===== config.mk =====
export PLATFORM = sky130hd
export DESIGN_NAME = beehive_noc_hdr_builder
export DESIGN_NICKNAME = d
export VERILOG_FILES = /design/src/rtl/beehive_noc_hdr_builder.sv
export SDC_FILE = /design/constraint.sdc
export NUM_CORES = 1
export LEC_CHECK = 0
export ABC_AREA = 1
export BUFFER_PORTS_ARGS = -buffer_cell sky130_fd_sc_hd__buf_2
export CAP_MARGIN = 15
export CELL_PAD_IN_SITES_DETAIL_PLACEMENT = 0
export CELL_PAD_IN_SITES_GLOBAL_PLACEMENT = 1
export CORE_AREA = 2 2 435 437
export DETAILED_ROUTE_END_ITERATION = 10
export DIE_AREA = 0 0 437 439
export GPL_ROUTABILITY_DRIVEN = 0
export PLACE_DENSITY_LB_ADDON = 0.25
export SYNTH_ARGS = -nofsm -noshare
export SYNTH_HDL_FRONTEND = slang
export SYNTH_SLANG_ARGS = --single-unit

===== constraint.sdc =====
create_clock -name clk -period 7.75 [get_ports clk]
set_clock_uncertainty 0.15 [all_clocks]
set_input_delay 2.325 -clock clk [delete_from_list [all_inputs] [get_ports clk]]
set_output_delay 2.325 -clock clk [all_outputs]
set_load 0.1 [all_outputs]

===== src/rtl/beehive_noc_hdr_builder.sv =====
// Data-NoC header generator and framer: builds a multi-flit header from a
// request, then forwards exactly the announced number of body flits.
module beehive_noc_hdr_builder #(
    parameter int         NOC_DATA_W = 512,
    parameter int         HDR_CORE_W = 220,
    parameter logic [3:0] SRC_FBITS  = 4'b1000
) (
    input  logic                  clk,
    input  logic                  rst,
    input  logic [7:0]            src_x,
    input  logic [7:0]            src_y,
    input  logic                  req_val,
    output logic                  req_rdy,
    input  logic [7:0]            req_dst_x,
    input  logic [7:0]            req_dst_y,
    input  logic [3:0]            req_dst_fbits,
    input  logic [7:0]            req_msg_type,
    input  logic [7:0]            req_meta_flits,
    input  logic [15:0]           req_payload_bytes,
    input  logic                  data_in_val,
    input  logic [NOC_DATA_W-1:0] data_in_data,
    input  logic                  data_in_last,
    output logic                  data_in_rdy,
    output logic                  noc_out_val,
    output logic [NOC_DATA_W-1:0] noc_out_data,
    input  logic                  noc_out_rdy,
    output logic                  err_oversize,
    output logic                  err_framing
);

    localparam int BPF       = NOC_DATA_W / 8;
    localparam int HDR_FLITS = (HDR_CORE_W + NOC_DATA_W - 1) / NOC_DATA_W;
    localparam int HDR_IMG_W = HDR_FLITS * NOC_DATA_W;
    localparam int PAD_W     = HDR_IMG_W - HDR_CORE_W;
    localparam int IDX_W     = (HDR_FLITS > 1) ? $clog2(HDR_FLITS) : 1;

    typedef enum logic [1:0] {IDLE, HDR, BODY} state_t;

    state_t                 state, state_nxt;
    logic [IDX_W-1:0]       hdr_idx;
    logic [7:0]             body_cnt;
    logic [63:0]            ts_cnt;
    logic [47:0]            pkt_num;
    logic [HDR_IMG_W-1:0]   hdr_img;

    logic [16:0]            pay_flits;
    logic [16:0]            body_len;
    logic [17:0]            msg_len;
    logic                   oversize;
    logic [HDR_CORE_W-1:0]  hdr_core;
    logic [HDR_IMG_W-1:0]   hdr_core_img;
    logic                   req_hs, hdr_hs, body_hs, body_final;

    // Ceiling division of a byte count into whole flits; zero bytes -> zero flits.
    function automatic logic [16:0] ceil_flits(input logic [15:0] bytes);
        logic [16:0] sum;
        sum = {1'b0, bytes} + 17'(BPF - 1);
        return sum / 17'(BPF);
    endfunction

    assign pay_flits = ceil_flits(req_payload_bytes);
    assign body_len  = 17'(req_meta_flits) + pay_flits;
    assign msg_len   = 18'(HDR_FLITS - 1) + {1'b0, body_len};
    assign oversize  = (msg_len > 18'd255);

    assign hdr_core = {14'd0, req_dst_x, req_dst_y, req_dst_fbits, msg_len[7:0],
                       req_msg_type, 14'd0, src_x, src_y, SRC_FBITS,
                       req_meta_flits, src_x, src_y, pkt_num, ts_cnt};
    // Core is left-justified so flit 0 carries the routing fields.
    assign hdr_core_img = HDR_IMG_W'(hdr_core) << PAD_W;

    assign req_hs     = req_val && req_rdy;
    assign hdr_hs     = (state == HDR) && noc_out_rdy;
    assign body_hs    = (state == BODY) && data_in_val && noc_out_rdy;
    assign body_final = (body_cnt == 8'd1);

    always_comb begin
        state_nxt    = state;
        req_rdy      = 1'b0;
        data_in_rdy  = 1'b0;
        noc_out_val  = 1'b0;
        noc_out_data = '0;
        case (state)
            IDLE: begin
                req_rdy = !rst;
                if (req_val && !rst && !oversize)
                    state_nxt = HDR;
            end
            HDR: begin
                noc_out_val  = 1'b1;
                noc_out_data = hdr_img[HDR_IMG_W-1 -: NOC_DATA_W];
                if (noc_out_rdy && (hdr_idx == IDX_W'(HDR_FLITS - 1)))
                    state_nxt = (body_cnt != 8'd0) ? BODY : IDLE;
            end
            BODY: begin
                noc_out_val  = data_in_val;
                noc_out_data = data_in_data;
                data_in_rdy  = noc_out_rdy;
                if (body_hs && body_final)
                    state_nxt = IDLE;
            end
            default: state_nxt = IDLE;
        endcase
    end

    always_ff @(posedge clk or posedge rst) begin
        if (rst) begin
            state        <= IDLE;
            hdr_idx      <= '0;
            body_cnt     <= 8'd0;
            ts_cnt       <= 64'd0;
            pkt_num      <= 48'd0;
            err_oversize <= 1'b0;
            err_framing  <= 1'b0;
        end else begin
            state        <= state_nxt;
            ts_cnt       <= ts_cnt + 64'd1;
            err_oversize <= req_hs && oversize;
            // The marker is only checked; the announced count always governs framing.
            err_framing  <= body_hs && (data_in_last != body_final);
            if (req_hs && !oversize) begin
                hdr_idx  <= '0;
                body_cnt <= body_len[7:0];
                pkt_num  <= pkt_num + 48'd1;
            end else if (hdr_hs) begin
                hdr_idx  <= hdr_idx + 1'b1;
            end else if (body_hs) begin
                body_cnt <= body_cnt - 8'd1;
            end
        end
    end

    // Header image shifts up one flit per accepted header beat.
    always_ff @(posedge clk) begin
        if (req_hs && !oversize)
            hdr_img <= hdr_core_img;
        else if (hdr_hs)
            hdr_img <= hdr_img << NOC_DATA_W;
    end

endmodule


* Yosys cells after proc, flatten, opt, wreduce, memory -nomap -nowiden *
Index checks and enable logic that the tools add are counted.

operators by class
  add/subtract/negate cells = 6
  magnitude comparators = 1
  equality and inequality tests = 8
  mux-type cells = 16
  bitwise operators = 1
  reduce and logical (&&, ||, !) cells = 19

operator list
  cell                                                            count
  one-hot mux 512 bit (2 select lines)                            1
  2-to-1 mux 498 bit                                              2
  adder 64 x 1 -> 64 bit, second input constant                   1
  adder 48 x 1 -> 48 bit, second input constant                   1
  2-to-1 mux 8 bit                                                3
  adder 16 x 6 -> 17 bit, second input constant                   1
  adder 8 x 11 -> 12 bit                                          1
  greater-than comparator 12 x 8 -> 1 bit, second input constant  1
  logical AND 1 bit                                               11
  equality test 8 x 1 -> 1 bit, second input constant             1
  2-to-1 mux 2 bit                                                4
  nonzero test 8 bit                                              1
  subtractor 8 x 1 -> 8 bit, second input constant                1
  != test 2 x 1 -> 1 bit, second input constant                   3
  one-hot mux 2 bit (3 select lines)                              1
  2-to-1 mux 1 bit                                                4
  nonzero test 2 bit                                              2
  AND reduction 3 bit                                             1
  equality test 2 x 1 -> 1 bit, second input constant             1
  equality test 2 bit, second input constant                      1
  logical NOT 1 bit                                               2
  logical NOT 2 bit                                               1
  != test 2 bit, second input constant                            1
  one-hot mux 1 bit (2 select lines)                              1
  4 further kinds                                                 4

word-level totals
  register bits = 314
  input port bits = 586
  output and inout port bits = 517
  logic and storage cells = 60

* Logic depth before layout (Yosys ltp) *
Gate-level depths: netlist of the first run.

  depth in word-level cells = 7
  gate-level depth with buffers = 24

* Least setup slack after synthesis of the first run *
OpenSTA, ideal clock, no wires.

  path type = input to register
  start point = input rst
  end point = register hdr_idx
  setup time = 333 ps
  arrival time = 8446 ps
  required time = 7267 ps
  slack = -1178 ps
  stages = 7
  cells stage by stage = nor2_1 -> nand2_1 -> inv_1 -> nand4_2 -> buf_2 -> nand2_1 -> o21ai_0

on the way
  cells in the longest elaborated chain, start to end = 5

ends and longest elaborated chain
  element                                                        line  text
  start, declared                                                9     input logic rst,
  logical NOT 1 bit (no source line) (*)                         n/a
  2-to-1 mux 1 bit (*)                                           83    case (state)
  logical AND 1 bit (*)                                          72    assign req_hs = req_val && req_rdy;
  logical AND 1 bit (*)                                          121   if (req_hs && !oversize) begin
  2-to-1 mux 1 bit / nonzero test 2 bit (equally long branches)  n/a
  end signal, assigned                                           126   hdr_idx <= hdr_idx + 1'b1;
  end, declared                                                  40    logic [IDX_W-1:0] hdr_idx;

Mark *: on every way between the ends. The rest lies on a longest branch, timed or not.
A chain may end at the register's enable or synchronous reset.

* Final worst setup path of the first run *
  start point = input data_in_data[408]
  end point = output noc_out_data[408]

on the way
  cells in the longest elaborated chain, start to end = 1

ends and longest elaborated chain
  element                               line  text
  start, declared                       21    input logic [NOC_DATA_W-1:0] data_in_data,
  one-hot mux 512 bit (2 select lines)  83
  end, declared                         25    output logic [NOC_DATA_W-1:0] noc_out_data,

Every way passes these cells.

==> impl_results.md, run 1 <==
* Grt ovf at 0
* Final slew viol count at 0
* Cell taking the most area after synthesis: edfxtp_1
* Part of the power in combinational logic at between 60% and 70%
* Sw Ratio at 66.5%
* Required time worst endpoint at 5280 ps
* Post-synth EDFFs at 172
* Final HPWL DP at between 100000 and 150000 um
* Dpl cell area at roughly 0.028 mm2
* CP Capture Type: output port
* Final cell count without fillers at around 6400
* Vias in the first global route at roughly 22000
* Crit start category: input port
* Die width at 437 um
* Psw at between 8000 and 9000 uW
* Vias at 22183
* Setup Total Neg Slack at 0 ps
* Largest net degree at the start of global routing at 133
* Number of CTS-inserted buffers at 38
* Yosys cell types at 37
* CTS resizes at 0
* RSZ-0062 raised after global routing: no
* Cells after DPL at 6310
* DR iter-0 viols at 1306
* Hold Crit Class: reg -> reg
* Wire per inst at 24.3 um
* Syn Nets at 3419
* Gr usage total at 15.5%
* Tcrit/Tclk final at around 80%
* First-pass GRT wire length at roughly 200000 um
* Number of warnings issued by yosys at 0
* Cells after synthesis at 2816
* Leakage power at approximately 0.016 uW
* Critical path arrival at 3640 ps
* PwrDens at ~430 mW/mm2
* Critical path peak fanout at 1
* Worst path cell trace: buf_2 -> nand2_1 -> a21oi_1 -> buf_2
* Clk pin slew, worst setup/hold paths at 50 ps
* CTS tree: yes
* Starting Density at 10.3%
* Mapped cell area at 0.0193 mm2
* Final setup violation count at 0
* CP bufs+invs at 2
* Register area at between 0.008 and 0.009 mm2
* Post-Syn Area per Cell at just under 7 um2
* Synth top area cells: edfxtp_1 27%, nand2_1 19%, dfrtp_1 16%
* Layout overhead on the synthesized area at 51.2%
* #FFs+latches synth at 298
* Max stage delay on crit path at roughly 560 ps
* CP top delay family: buffers and inverters
* Core box area at 0.187 mm2
* Core Rows at 159
* Die Span Y at 439 um
* Post-route ant nets at 0
* Initial antenna violation count at 95
* Ys async rst share at 41.9%
* I/O pin count at 1103
* Final-stage net count at 4458
* Worst setup margin at 1630 ps
* Via/cell ratio at 3.46
* Status: complete, no violations
* Clk pwr share at 15.1%
* Clock Tree Buf Depth at 3
* Filler Cell Count at ~22000
* Register share of total power at between 10% and 20%
* Clk sinks at approximately 300
* WL final at 156000 um
* Ys flop type: edfxtp_1
* Internal power at approximately 4200 uW
* Area taken by multi-input logic gates at 0.00830 mm2
* Worst-Skew Late Latency at slightly below 600 ps
* Port Buf Inserts at 1102
* Slew margin rel. at 31.0%
* Hold buffers post-CTS at 0
* Drt drc at 0
* Hold Fails Final Rpt at 0
* Share of layout cells above drive strength 1 at 31.4%
* Total die area at 0.192 mm2
* Synth top area share at a little over a quarter
* Detailed-router iteration count before antenna repair at 5
* Fmax at 163 MHz
* Commonest non-fill, non-tap cell in the layout: buf_2
* CP most frequent cell: buf_2
* Crit path kind: in -> out
* Most frequent cells in the layout: 1102 x buf_2, 962 x nand2_1, 575 x inv_1
* Post-CTS Setup Inserts at 0
* Total of max-cap violations at 0
* Min Tclk post-route at 6120 ps
* Fin util at 15.6%
* Register area share after synthesis at 43.1%
* Final Instance Area at 0.0291 mm2
* H-tree depth at 2
* Peak supply drop at about 0.27 mV
* Place WS at 1130 ps
* Actual slew at the worst max-slew pin at 1030 ps
* CP max-delay cell: a21oi_1
* CTS Root Cell: clkbuf_16
==> power by group through the flow <==
stage / registers (uW) / clock network (uW) / logic [uW]
after detailed placement: 2230 / 0 / 8700
after CTS: 2210 / 1990 / 8710
final: 2200 / 1910 / 8540
after global routing: 2230 / 2030 / 8920
after floorplan: 2190 / 0 / 6570
after global placement: 2240 / 0 / 8710
==> per-stage QoR <==
stage | hold slack [ps] | power [uW]
after detailed placement | 306 | 10900
after CTS | 314 | 12900
after floorplan | 277 | 8750
after global placement | 298 | 11000
after global routing | 317 | 13200
final | 318 | 12600
==> path summary, 6_finish.rpt <==
path	startpoint	to	slack (ps)	depth (start not counted)
worst min-delay path	hdr_img[431]	hdr_img[431]	320	2
max in group asynchronous	rst	pkt_num[14]	4980	3
worst min register to register	hdr_img[431]	hdr_img[431]	320	2
min in group asynchronous	rst	ts_cnt[4]	1780	3
worst max-delay path	data_in_data[408]	noc_out_data[408]	1630	4
worst max register to register	state[0]	hdr_img[495]	4570	9
==> registers in the layout (all words and copies together), names as in the netlist <==
signal,count
hdr_img,173
ts_cnt,64
pkt_num,48
body_cnt,8
state,2
err_framing,1
err_oversize,1
hdr_idx,1
==> cell families (layout without fill, tap and decap cells) <==
logic type / after synthesis / count (layout) / synth area share [%]
compound gates: 246 / 246 / 6.41
xor+xnor: 111 / 111 / 5.05
fa+ha+maj: 17 / 17 / 1.14
flops: 298 / 298 / 43.1
simple gates: 1439 / 1439 / 30.2
buf+inv: 705 / 1774 / 14.0
other cells: 0 / 27 / 0
==> synth_stat cells, types with 2 or more instances <==
cell	instances
o21ai_1	3
nor3_1	66
edfxtp_1	172
xnor2_1	9
a21oi_1	201
clkbuf_1	93
nor2_4	2
nand3_1	58
inv_2	2
nor2_1	276
o21ai_0	39
buf_1	5
xor2_1	102
ha_1	16
buf_2	25
dfrtp_1	125
nor2_2	6
buf_6	3
nand2_2	5
nor4_1	19
nand2_1	963
nand3_2	2
inv_1	576
nand4_1	33
a31oi_1	3
==> worst register-to-register path, delay by kind of cell, from the launching register on <==
| family | cells | cell delay, ps |
|---|---|---|
| fa+ha+maj | 1 | 310 |
| buf+inv | 4 | 880 |
| flops | 1 | 420 |
| simple gates | 4 | 1120 |
==> metal layers <==
layer  share of wire (%)  GRT usage (%)  up-vias
met5                0.12              0        -
li1                    -              -    10618
met2                  60           33.4      756
met3                 4.2           2.37      239
met1                  31           14.0    10542
met4                 4.3           5.65       28
==> area by class of cell <==
type / count / area share [%]
diodes: 27 / 0.232
clock buffers: 47 / 3.63
clock inverters: 23 / 0.936
inverters: 578 / 7.48
multi-input cells: 1813 / 28.5
flip-flops and latches: 298 / 28.5
well taps: 2495 / 10.7
repair buffers: 1126 / 20.0
Power figures use the tool's default switching activity.
==> run 2: changes to the inputs <==
==> constraint.sdc (replaced) <==
create_clock -name clk -period 5.87 [get_ports clk]
set_clock_uncertainty 0.15 [all_clocks]
set_input_delay 1.761 -clock clk [delete_from_list [all_inputs] [get_ports clk]]
set_output_delay 1.761 -clock clk [all_outputs]
set_load 0.1 [all_outputs]
==> run 2 against run 1 <==
Effect of this change: global-route usage down 0.068 points; clock power grew 29%; hold slack got worse by 8.0 ps; wire length is 0.12% lower; combinational power up 33%; sequential cell count did not move; setup slack worse by 770 ps; design area rose by 0.69%; highest routed layer unchanged.
==> impl_results.md, run 2 (synthesized netlist as in run 1, its figures left out) <==
* Status: complete, no violations
* Critical path arrival at 3100 ps
* Share of layout cells above drive strength 1 at 31.6%
* Tcrit/Tclk final at 85.3%
* Clk pwr share at 14.7%
* Register with the most flip-flops: hdr_img
* Hold Fails Final Rpt at 0
* Hold Crit Class: reg -> reg
* DR iter-0 viols at 1091
* Peak supply drop at 0.496 mV
* Final setup violation count at 0
* Drt drc at 0
* Post-route ant nets at 0
* Final cell count without fillers at 6422
* Psw at 11100 uW
* Total die area at 0.192 mm2
* Starting Density at 10.3%
* Required time worst endpoint at 3960 ps
* Clock Tree Buf Depth at 3
* Die Span Y at 439 um
* Part of the power in combinational logic at 67.9%
* CTS resizes at 0
* Setup Total Neg Slack at 0 ps
* Via/cell ratio at 3.44
* Leakage power at 0.0159 uW
* Largest registers: hdr_img x173, ts_cnt x64, pkt_num x48
* Die width at approximately 440 um
* Fin Hold WS at 310 ps
* Met3 usage at 2.51%
* Grt ovf at 0
* Largest net degree at the start of global routing at 144
* Most frequent cells in the layout: 1102 x buf_2, 962 x nand2_1, 575 x inv_1
* Port Buf Inserts at about 1100
* Final-stage net count at 4481
* RSZ-0062 raised after global routing: no
* Internal power at 5670 uW
* WL final at approximately 160000 um
* Area taken by multi-input logic gates at 0.00830 mm2
* Register share of total power at 17.4%
* Total of max-cap violations at 0
* Critical path peak fanout at just under 80
* Core Rows at 159
* Fmax at around 200 MHz
* Largest register FFs at 173
* Vias at about 22000
* Detailed-router iteration count before antenna repair at 5
* Final HPWL DP at between 100000 and 150000 um
* CTS Root Cell: clkbuf_16
* Crit start category: register
* Gr usage total at 15.4%
* PwrDens at 572 mW/mm2
* Fin util at between 15 and 20%
* GR Util met2 at 32.9%
* Worst-Skew Late Latency at 570 ps
* CP Capture Type: output port
* Slew margin rel. at 31.4%
* CTS tree: yes
* Cells after DPL at between 6000 and 7000
* Wire per inst at 24.2 um
* Vias in the first global route at between 20000 and 25000
* I/O pin count at 1103
* Actual slew at the worst max-slew pin at 1020 ps
* GRT Max-Usage Layer: met2
* First-pass GRT wire length at 201000 um
* Register area at 0.00831 mm2
* Sw Ratio at 66.2%
* Clk sinks at 298
* Post-CTS Setup Inserts at 0
* Filler Cell Count at 21917
* H-tree depth at 2
* Hold buffers post-CTS at 0
* Initial antenna violation count at 89
* Core box area at roughly 0.19 mm2
* Min Tclk post-route at 5010 ps
* Number of CTS-inserted buffers at 39
* Layout overhead on the synthesized area at 52.2%
* Crit path kind: reg -> out
* Met1 global-route usage at 13.9%
* Final slew viol count at 0
* Commonest non-fill, non-tap cell in the layout: buf_2
* Clk pin slew, worst setup/hold paths at 60 ps
-- run 2: final cells by class --
cell class	instances	area share, %
inverter	578	7.43
multi-input combinational	1813	28.3
sequential	298	28.3
antenna	19	0.162
tap	2495	10.6
clock buffer	54	3.79
clock inverter	17	0.635
timing repair buffer	1148	20.7
-- run 2: worst max-delay path, cell delays in order, from the launching register on --
cell	delay, ps
dfrtp_1	420
inv_1	140
ha_4	480
buf_12	260
buf_12	300
nand2_1	90
a21oi_1	230
buf_2	490
-- run 2: power by group through the flow --
stage | clock (uW) | combinational, uW | sequential (uW)
floorplan | 0 | 8670 | 2870
global placement | 0 | 11600 | 2980
detailed placement | 0 | 11600 | 2970
CTS | 2560 | 11600 | 2940
global route | 2630 | 11900 | 2970
finish | 2470 | 11400 | 2930
-- run 2: path summary, 6_finish.rpt --
| kind | start | endpoint | slack [ps] | cells past startpoint |
|---|---|---|---|---|
| setup reg to reg | pkt_num[0] | pkt_num[46] | 2560 | 9 |
| setup / recovery | state[0] | noc_out_data[338] | 860 | 7 |
| max in group asynchronous | rst | pkt_num[19] | 3450 | 3 |
| hold / removal | hdr_img[431] | hdr_img[431] | 310 | 2 |
| hold reg to reg | hdr_img[431] | hdr_img[431] | 310 | 2 |
| min in group asynchronous | rst | ts_cnt[3] | 1080 | 2 |
-- run 2: routing by layer --
layer | vias up | share of wire, %
met2 | 668 | 59
met5 | - | 0.13
met3 | 241 | 4.0
met4 | 28 | 4.8
li1 | 10657 | -
met1 | 10513 | 32
-- run 2: through the flow --
step | setup WS [ps] | area, um2 | power [uW]
after floorplan | 141 | 19300 | 11500
after global placement | 340 | 28000 | 14600
after detailed placement | 409 | 28000 | 14500
after CTS | 694 | 29300 | 17100
after global routing | 663 | 29300 | 17500
final | 864 | 29300 | 16800
==> run 3: changes to the inputs <==
--- a/config.mk
+++ b/config.mk
@@ -11,6 +11,7 @@
 export CELL_PAD_IN_SITES_DETAIL_PLACEMENT = 0
 export CELL_PAD_IN_SITES_GLOBAL_PLACEMENT = 1
 export CORE_AREA = 2 2 435 437
+export CTS_BUF_LIST = sky130_fd_sc_hd__clkbuf_2
 export DETAILED_ROUTE_END_ITERATION = 10
 export DIE_AREA = 0 0 437 439
 export GPL_ROUTABILITY_DRIVEN = 0
==> run 3 against run 2 <==
Effect of this change: sequential power about the same; clock power decreased by 33%; first-iteration DRC count grew 3.7%; count of clock-buffer cells in the layout increased by 79; sequential cell count stayed put; non-clock buffer count grew 1; critical path depth is the same; register-to-register slack got worse by 130 ps; wire length rose by 0.63%; sequential share of layout area up 0.44 points; combinational power about the same; largest power group unchanged; critical path type unchanged; global-route usage grew 0.16 points.
==> impl_results.md, run 3 (synthesized netlist as in run 1, its figures left out) <==
* Place WS at 409 ps
* Slew margin rel. at 33.7%
* Share of layout cells above drive strength 1 at 33.0%
* Tcrit/Tclk final at 96.0%
* DR iter-0 viols at 1131
* Register share of total power at 18.3%
* Largest register FFs at 173
* Internal power at 4830 uW
* CP Capture Type: output port
* Wire per inst at about 24 um
* CTS tree: yes
* Leakage power at 0.0159 uW
* I/O pin count at 1103
* Clk pwr share at about a tenth
* Crit start category: register
* Die Span Y at 439 um
* Peak supply drop at 0.496 mV
* Final HPWL DP at 135000 um
* Fin Hold WS at between 300 and 400 ps
* Die width at 437 um
* Port Buf Inserts at 1102
* Starting Density at 10.3%
* Final slew viol count at 0
* Core Rows at 159
* Core box area at 0.187 mm2
* Hold path depth at 2
* CTS Root Cell: clkbuf_2
* Worst setup margin at 233 ps
* R2R Setup Slk at 2430 ps
* Min Tclk post-route at 5640 ps
* Post-route ant nets at 0
* Number of CTS-inserted buffers at 85
* Hold Crit Class: reg -> reg
* RSZ-0062 raised after global routing: no
* Vias in the first global route at 22758
* WL final at about 160000 um
* Required time worst endpoint at 3960 ps
* Initial antenna violation count at 93
* Critical path peak fanout at 77
* Drt drc at 0
* Part of the power in combinational logic at 71.4%
* Hold Fails Final Rpt at 0
* Register-to-Register Path Depth at 9
* Crit path kind: reg -> out
* Hold EP: hdr_img[431]
* Filler Cell Count at 22056
* Clock Tree Buf Depth at 3
* Sw Ratio at 69.8%
* RR Startpoint: pkt_num[0]
* Total die area at approximately 0.19 mm2
* Final setup violation count at 0
* Layout overhead on the synthesized area at 49.9%
* Worst r2r dst: pkt_num[46]
* PwrDens at 554 mW/mm2
* H-tree depth at 3
* Critical path arrival at 3730 ps
* Detailed-router iteration count before antenna repair at 4
* Via/cell ratio at approximately 3.4
* Psw at 11200 uW
* Clk pin slew, worst setup/hold paths at 90 ps
* Largest registers: hdr_img x173, ts_cnt x64, pkt_num x48
* Worst-Skew Late Latency at ~1300 ps
* First-pass GRT wire length at 202000 um
* Register with the most flip-flops: hdr_img
* Status: complete, no violations
* Setup Total Neg Slack at 0 ps
* Clk sinks at 298
* Total of max-cap violations at 0
* Gr usage total at 15.6%
* Vias at 22461
* Most frequent cells in the layout: 1101 x buf_2, 961 x nand2_1, 575 x inv_1
* Largest net degree at the start of global routing at roughly 140
* Fmax at 177 MHz
* Min-Delay Startpoint: hdr_img[431]
* Actual slew at the worst max-slew pin at 985 ps
* Commonest non-fill, non-tap cell in the layout: buf_2
* Final-stage net count at 4528
* Grt ovf at 0
## run 3: what timing repair did
| item | CTS | global route |
|---|---|---|
| gates resized for setup | 1 | 1 |
| endpoints found under the setup margin | 8 | 1 |
| buffers inserted | 1 | 0 |
| pin swaps | 0 | 0 |
| hold buffers | 0 | 0 |
## run 3: per-layer routing
metal,vias up,GRT usage (%),wire [um],share of wire (%)
li1,10814,-,-,-
met1,10610,13.7,49000,31
met2,726,33.0,92500,59
met3,279,3.10,6840,4.4
met4,32,6.89,7940,5.1
met5,-,0,226,0.14
## run 3: critical path: stages, from the launching register on
cell     delay [ps]
dfrtp_1         430
inv_1           140
ha_4            480
buf_12          260
buf_12          310
nand2_1          90
a21oi_1         230
buf_2           480
## run 3: area by class of cell
cell class              instances  area [um2]  share of cell area [%]
flip-flops and latches        298        8310                    28.8
multi-input cells            1813        8310                    28.8
repair buffers               1149        6100                    21.1
well taps                    2495        3120                    10.8
inverters                     578        2180                    7.55
clock buffers                 133         666                    2.30
clock inverters                26         131                   0.455
diodes                         29        72.6                   0.251
## run 3: power by group through the flow
stage,Combinational [uW],Clock [uW],Sequential [uW]
final,11400,1660,2930
after global routing,11900,1850,2970
after CTS,11600,1780,2930
after detailed placement,11600,0,2970
after global placement,11600,0,2980
after floorplan,8670,0,2870
## run 3: worst max-delay path by stage
stage	start	end	slack, ps	cells after the start
global placement	req_payload_bytes[0]	hdr_img[313]	340	22
floorplan	rst	hdr_img[292]	140	6
CTS	state[0]	noc_out_val	30	7
detailed placement	req_payload_bytes[0]	hdr_img[312]	410	21
finish	state[0]	noc_out_data[482]	230	7
global route	state[0]	noc_out_data[338]	8	7
## run 3: stage by stage
step / instance area, um2 / utilization, % / power [uW] / cells
6_report: 28900 / 15.4 / 16000 / 6521
5_1_grt: 28900 / 15.4 / 16700 / 6507
4_1_cts: 28800 / 15.4 / 16300 / 6492
3_5_place_dp: 28000 / 15.0 / 14500 / 6332
3_3_place_gp: 28000 / 15.0 / 14600 / 6332
2_1_floorplan: 19300 / - / 11500 / 2816
